===== src/rtl/shift_cmd_seq.sv =====
// shift_cmd_seq: expands one shift/load command into reg_control control-code cycles and reports the result
module shift_cmd_seq #(
  parameter int WIDTH = 8,
  parameter int CNT_W = 4
) (
  input  logic             clk,
  input  logic             reset,
  input  logic             cmd_valid,
  output logic             cmd_ready,
  input  logic [2:0]       cmd_op,
  input  logic [CNT_W-1:0] cmd_count,
  input  logic [WIDTH-1:0] cmd_data,
  input  logic [WIDTH-1:0] cmd_sin_bits,
  input  logic [WIDTH-1:0] reg_out,
  output logic [2:0]       control,
  output logic             s_in,
  output logic [WIDTH-1:0] d_in,
  output logic             busy,
  output logic             res_valid,
  output logic [WIDTH-1:0] res_data
);
  localparam int K_W = (WIDTH > 1) ? $clog2(WIDTH) : 1;
  typedef enum logic [1:0] {IDLE, ISSUE, DONE} state_t;
  state_t           r_state, w_next;
  logic [2:0]       r_op;
  logic [CNT_W-1:0] r_steps;
  logic [WIDTH-1:0] r_data, r_sin;
  logic [K_W-1:0]   r_k;
  logic             w_accept, w_shift;
  assign w_accept = cmd_valid && (r_state == IDLE);
  assign w_shift  = cmd_op[2] | cmd_op[1];
  // state register; reset abandons any command in flight
  always_ff @(posedge clk or negedge reset)
    if (!reset) r_state <= IDLE;
    else r_state <= w_next;
  // next state and control decode, all from registered state so cmd_* never reach control combinationally
  always_comb begin
    w_next    = r_state;
    cmd_ready = 1'b0;
    busy      = 1'b1;
    control   = 3'b001;
    d_in      = reg_out;
    s_in      = 1'b0;
    case (r_state)
      IDLE: begin
        cmd_ready = 1'b1;
        busy      = 1'b0;
        if (w_accept) w_next = (w_shift && cmd_count == '0) ? DONE : ISSUE;
      end
      ISSUE: begin
        control = r_op;
        d_in    = (r_op == 3'b001) ? r_data : reg_out;
        s_in    = (r_op == 3'b101) ? r_sin[r_k] : 1'b0;
        if (r_steps == CNT_W'(1)) w_next = DONE;
      end
      DONE:    w_next = IDLE;
      default: w_next = IDLE;
    endcase
  end
  // command latch, step/serial-bit counters and one-cycle result pulse
  always_ff @(posedge clk or negedge reset)
    if (!reset) begin
      r_op      <= '0;
      r_steps   <= '0;
      r_data    <= '0;
      r_sin     <= '0;
      r_k       <= '0;
      res_valid <= 1'b0;
      res_data  <= '0;
    end else begin
      res_valid <= (r_state == DONE);
      if (r_state == DONE) res_data <= reg_out;
      if (w_accept) begin
        r_op    <= cmd_op;
        r_data  <= cmd_data;
        r_sin   <= cmd_sin_bits;
        r_steps <= w_shift ? cmd_count : CNT_W'(1);
        r_k     <= '0;
      end else if (r_state == ISSUE) begin
        r_steps <= r_steps - CNT_W'(1);
        r_k     <= (r_k == K_W'(WIDTH - 1)) ? '0 : r_k + K_W'(1);
      end
    end
endmodule


===== config.mk =====
export PLATFORM = sky130hd
export DESIGN_NAME = shift_cmd_seq
export DESIGN_NICKNAME = d
export VERILOG_FILES = /design/src/rtl/shift_cmd_seq.sv
export SDC_FILE = /design/constraint.sdc
export NUM_CORES = 1
export LEC_CHECK = 0
export CORE_UTILIZATION = 47
export DETAILED_ROUTE_END_ITERATION = 6
export DONT_BUFFER_PORTS = 1
export PLACE_DENSITY = 0.7
export SETUP_SLACK_MARGIN = 0.15
export SKIP_LAST_GASP = 1
export SLEW_MARGIN = 20
export SYNTH_ARGS = -nofsm -noshare
export SYNTH_HDL_FRONTEND = slang
export SYNTH_SLANG_ARGS = --single-unit

===== constraint.sdc =====
create_clock -name clk -period 2.15 [get_ports clk]
set_input_delay 0.215 -clock clk [delete_from_list [all_inputs] [get_ports clk]]
set_output_delay 0.215 -clock clk [all_outputs]
set_load 0.05 [all_outputs]

==> flow_results.xml <==
<?xml version="1.0" encoding="UTF-8"?>
<metrics>
  <group name="outcome">
    <metric name="run_status" unit="">complete, no violations</metric>
  </group>
  <group name="clock_network">
    <metric name="cts_buffer_depth" unit="">2</metric>
    <metric name="clkSlewWorstSetupHoldPaths" unit="ns">0.07</metric>
    <metric name="cts-htree-levels" unit="">2</metric>
    <metric name="clk_root_buffer_cell" unit="">sky130_fd_sc_hd__clkbuf_8</metric>
    <metric name="numCtsBuffers" unit="">5</metric>
    <metric name="insertion_delay" unit="ns">0.29</metric>
    <metric name="cts_tree" unit="">built</metric>
    <metric name="clock_tree_sinks" unit="">37</metric>
  </group>
  <group name="power_and_ir_drop">
    <metric name="vdd_drop_max" unit="V">0.000555</metric>
    <metric name="net-switching-power" unit="mW">1.73</metric>
    <metric name="seqPwrFrac" unit="">0.422</metric>
    <metric name="p_int" unit="mW">2.07</metric>
    <metric name="total_power_per_unit_cell_area" unit="nW/um^2">1780</metric>
    <metric name="comb_power_share" unit="">0.415</metric>
    <metric name="p_leak" unit="nW">1.03</metric>
    <metric name="design_power_total" unit="mW">3.80</metric>
    <metric name="power.share.switching" unit="">0.456</metric>
    <metric name="power.share.clock" unit="">0.163</metric>
  </group>
  <group name="synth">
    <metric name="synth-seq-cells" unit="">37</metric>
    <metric name="synth_largest_type_area_fraction" unit="">0.518</metric>
    <metric name="syn_area" unit="um^2">1790</metric>
    <metric name="netlist_instances" unit="">177</metric>
    <metric name="syn-mean-instance-area" unit="um^2">10.1</metric>
    <metric name="synth_enable_flop_cells" unit="">0</metric>
    <metric name="synth_most_common_cell" unit="">sky130_fd_sc_hd__nand2_1</metric>
    <metric name="synth_cell_types" unit="">33</metric>
    <metric name="yosysWarnings" unit="">0</metric>
    <metric name="synth_area_leaders" unit="">sky130_fd_sc_hd__dfrtp_1 (52%), sky130_fd_sc_hd__nand2_1 (13%), sky130_fd_sc_hd__mux2_2 (12%)</metric>
    <metric name="synth_flop_cell" unit="">sky130_fd_sc_hd__dfrtp_1</metric>
    <metric name="ys_async_sr_fraction" unit="">1.00</metric>
    <metric name="yosysSeqAreaShare" unit="">0.518</metric>
    <metric name="synth_fp_nets" unit="">215</metric>
    <metric name="synthDominantAreaCellType" unit="">sky130_fd_sc_hd__dfrtp_1</metric>
    <metric name="ys_top_cells_by_count" unit="">sky130_fd_sc_hd__nand2_1 (63), sky130_fd_sc_hd__dfrtp_1 (37), sky130_fd_sc_hd__mux2_2 (19)</metric>
  </group>
  <group name="route">
    <metric name="drtAntennaViolNets" unit="">0</metric>
    <metric name="vias" unit="">1303</metric>
    <metric name="routedLengthMet1" unit="um">1550</metric>
    <metric name="wl_met2" unit="um">1890</metric>
    <metric name="first_pass_iters" unit="">4</metric>
    <metric name="drt-total-wl" unit="um">3710</metric>
    <metric name="drtIter0Drc" unit="">44</metric>
    <metric name="routedWlPerCell" unit="um">15.4</metric>
    <metric name="highest_layer" unit="">met4</metric>
    <metric name="met3_wirelength" unit="um">199</metric>
    <metric name="routed_via_density" unit="">5.41</metric>
    <metric name="detail_route.drc_violations" unit="">0</metric>
  </group>
  <group name="worst_setup_path">
    <metric name="r2r_cells" unit="">3</metric>
    <metric name="path_class" unit="">flop to output port</metric>
    <metric name="timing.reg2reg.setup_slack" unit="ns">0.45</metric>
    <metric name="timing.critical_path.arrival" unit="ns">1.72</metric>
    <metric name="worstPathRequired" unit="ns">1.93</metric>
    <metric name="crit_path_max_fanout" unit="">3</metric>
    <metric name="crit_path_end_kind" unit="">output port</metric>
    <metric name="crit-reg2reg-launch" unit="">r_state[1]</metric>
    <metric name="worst_setup_path_start_kind" unit="">flop</metric>
    <metric name="endpoint_of_the_worst_register_to_register_path" unit="">r_steps[2]</metric>
  </group>
  <group name="min_path">
    <metric name="holdCritStartpoint" unit="">cmd_data[7]</metric>
    <metric name="worstHoldEndpoint" unit="">r_data[7]</metric>
    <metric name="class_of_the_tightest_hold_or_removal_check" unit="">input port to flop</metric>
    <metric name="min_delay_path_depth" unit="">2</metric>
  </group>
  <group name="placement">
    <metric name="post-place-cells" unit="">227</metric>
    <metric name="gpl.final_weighted_congestion" unit="">0.816</metric>
    <metric name="io_buffer_count" unit="">0</metric>
    <metric name="dp_hpwl" unit="um">2640</metric>
  </group>
  <group name="global_routing">
    <metric name="vias_in_the_first_global_route" unit="">1350</metric>
    <metric name="grtUsageTotal" unit="">0.202</metric>
    <metric name="global_route_wire_length_before_repair" unit="um">6070</metric>
    <metric name="grt_antenna_before_repair" unit="">0</metric>
    <metric name="globalRoute.totalOverflow" unit="">0</metric>
    <metric name="maximum_number_of_pins_on_one_net_before_global_route_repair" unit="">38</metric>
  </group>
  <group name="die">
    <metric name="top_level_ports" unit="">57</metric>
    <metric name="floorplan.core_area" unit="um^2">3660</metric>
    <metric name="die_area" unit="um^2">4060</metric>
    <metric name="row_count" unit="">22</metric>
    <metric name="chipHeight" unit="um">63.7</metric>
    <metric name="die_x" unit="um">63.7</metric>
    <metric name="initial_utilization" unit="">0.488</metric>
  </group>
  <group name="timing">
    <metric name="period_share" unit="">0.902</metric>
    <metric name="hold_violations" unit="">0</metric>
    <metric name="max_frequency" unit="MHz">516</metric>
    <metric name="timing.final.setup_violations" unit="">0</metric>
    <metric name="worst_pin_slew" unit="ns">0.538</metric>
    <metric name="setup_tns" unit="ns">0</metric>
    <metric name="period_needed" unit="ns">1.94</metric>
    <metric name="timing.final.max_slew_violations" unit="">0</metric>
    <metric name="rsz0062_at_grt" unit="">true</metric>
    <metric name="skew" unit="ns">0.00423</metric>
    <metric name="slew_headroom" unit="">0.641</metric>
  </group>
  <group name="cells_and_area">
    <metric name="final-instance-count-excl-fill" unit="">241</metric>
    <metric name="antenna_cells" unit="">0</metric>
    <metric name="utilization" unit="">0.583</metric>
    <metric name="layout.nets" unit="">230</metric>
    <metric name="area_growth" unit="%">19.5</metric>
    <metric name="layout-drive-gt1-share" unit="">0.264</metric>
  </group>
  <group name="flow_run">
    <metric name="drv.max_cap_violation_count" unit="">0</metric>
  </group>
</metrics>
[cells by family after synthesis]
family	Yosys count	synth area share
buffers and inverters	12	0.0294
AND/OR/NAND/NOR	89	0.237
multiplexers	21	0.131
adder cells (fa/ha/maj)	4	0.0280
AO/OA/AOI/OAI	13	0.0525
XOR/XNOR	1	0.00490
flip-flops	37	0.518
[per-layer routing]
layer  up-vias  GRT usage
met3         9     0.0725
met2        44      0.334
li1        620          -
met4         0     0.0767
met5         -          0
met1       630      0.237
[worst max-delay path, stage by stage (launching register included)]
cell                       delay (ns)
sky130_fd_sc_hd__dfrtp_2         0.42
sky130_fd_sc_hd__nand2b_4        0.16
sky130_fd_sc_hd__nor4b_4         0.28
sky130_fd_sc_hd__buf_4           0.20
sky130_fd_sc_hd__mux2_4          0.38
[sequential cells by signal (all words and copies together), names as in the netlist]
name and flops:
r_op 3, r_steps 4, r_data 8, res_data 8
r_sin 8, res_valid 1, r_state 2, r_k 3
[worst max-delay path by stage]
stage          cells past startpoint       start  endpoint  slack (ns)
4_1_cts                            4  r_state[1]   d_in[1]        0.15
6_report                           4  r_state[1]   d_in[5]        0.21
3_3_place_gp                       4  r_state[1]   d_in[0]        0.27
5_1_grt                            4      r_k[1]      s_in        0.14
3_5_place_dp                       4  r_state[1]   d_in[1]        0.23
2_1_floorplan                      2  r_state[0]      busy        0.32
[power by group through the flow]
stage / Clock, mW / Sequential (mW) / Combinational [mW]
4_1_cts: 0.636 / 1.60 / 1.58
2_1_floorplan: 0 / 1.53 / 1.19
5_1_grt: 0.674 / 1.65 / 1.71
3_5_place_dp: 0 / 1.61 / 1.46
3_3_place_gp: 0 / 1.58 / 1.40
6_report: 0.619 / 1.60 / 1.58
[per-stage QoR]
stage,hold WS [ns],setup WS (ns),cell area (um^2)
finish,0.0316,0.211,2140
global route,0.0224,0.139,2140
CTS,0.0240,0.148,2130
detailed placement,-0.0796,0.232,1910
global placement,-0.0795,0.272,1910
floorplan,-0.0806,0.316,1800
[placed cells by master, fill, tap and decap left out, types with 2 or more instances in the layout]
| master | count |
|---|---|
| sky130_fd_sc_hd__nand3_1 | 5 |
| sky130_fd_sc_hd__a21oi_1 | 2 |
| sky130_fd_sc_hd__mux2i_1 | 2 |
| sky130_fd_sc_hd__mux2_2 | 11 |
| sky130_fd_sc_hd__nor2_1 | 2 |
| sky130_fd_sc_hd__o21ai_0 | 2 |
| sky130_fd_sc_hd__dfrtp_1 | 35 |
| sky130_fd_sc_hd__mux2_4 | 8 |
| sky130_fd_sc_hd__nor3b_2 | 2 |
| sky130_fd_sc_hd__nand2_1 | 63 |
| sky130_fd_sc_hd__nand2b_1 | 2 |
| sky130_fd_sc_hd__dfrtp_2 | 2 |
| sky130_fd_sc_hd__buf_12 | 2 |
| sky130_fd_sc_hd__nand4b_1 | 2 |
| sky130_fd_sc_hd__and2_1 | 2 |
| sky130_fd_sc_hd__inv_1 | 5 |
| sky130_fd_sc_hd__nor3b_1 | 2 |
| sky130_fd_sc_hd__nor3_1 | 3 |
| sky130_fd_sc_hd__clkbuf_8 | 6 |
| sky130_fd_sc_hd__ha_1 | 4 |
| sky130_fd_sc_hd__buf_4 | 11 |
[area by class of cell]
| cell class | instances | area (um^2) |
|---|---|---|
| Clock inverter | 2 | 37.5 |
| Sequential cell | 37 | 928 |
| Tap cell | 48 | 60.1 |
| Inverter | 5 | 18.8 |
| Clock buffer | 6 | 82.6 |
| Multi-Input combinational cell | 128 | 865 |
| Fill cell | 319 | 1530 |
| Timing Repair Buffer | 15 | 144 |
[timing repair]
action                                  CTS  global route
hold endpoints to repair                 37             0
hold buffers                              2             0
pin swaps                                 1             1
gates resized for setup                  10             2
endpoints found under the setup margin    8             9
setup buffers                             4             0
Power figures use the tool's default switching activity.
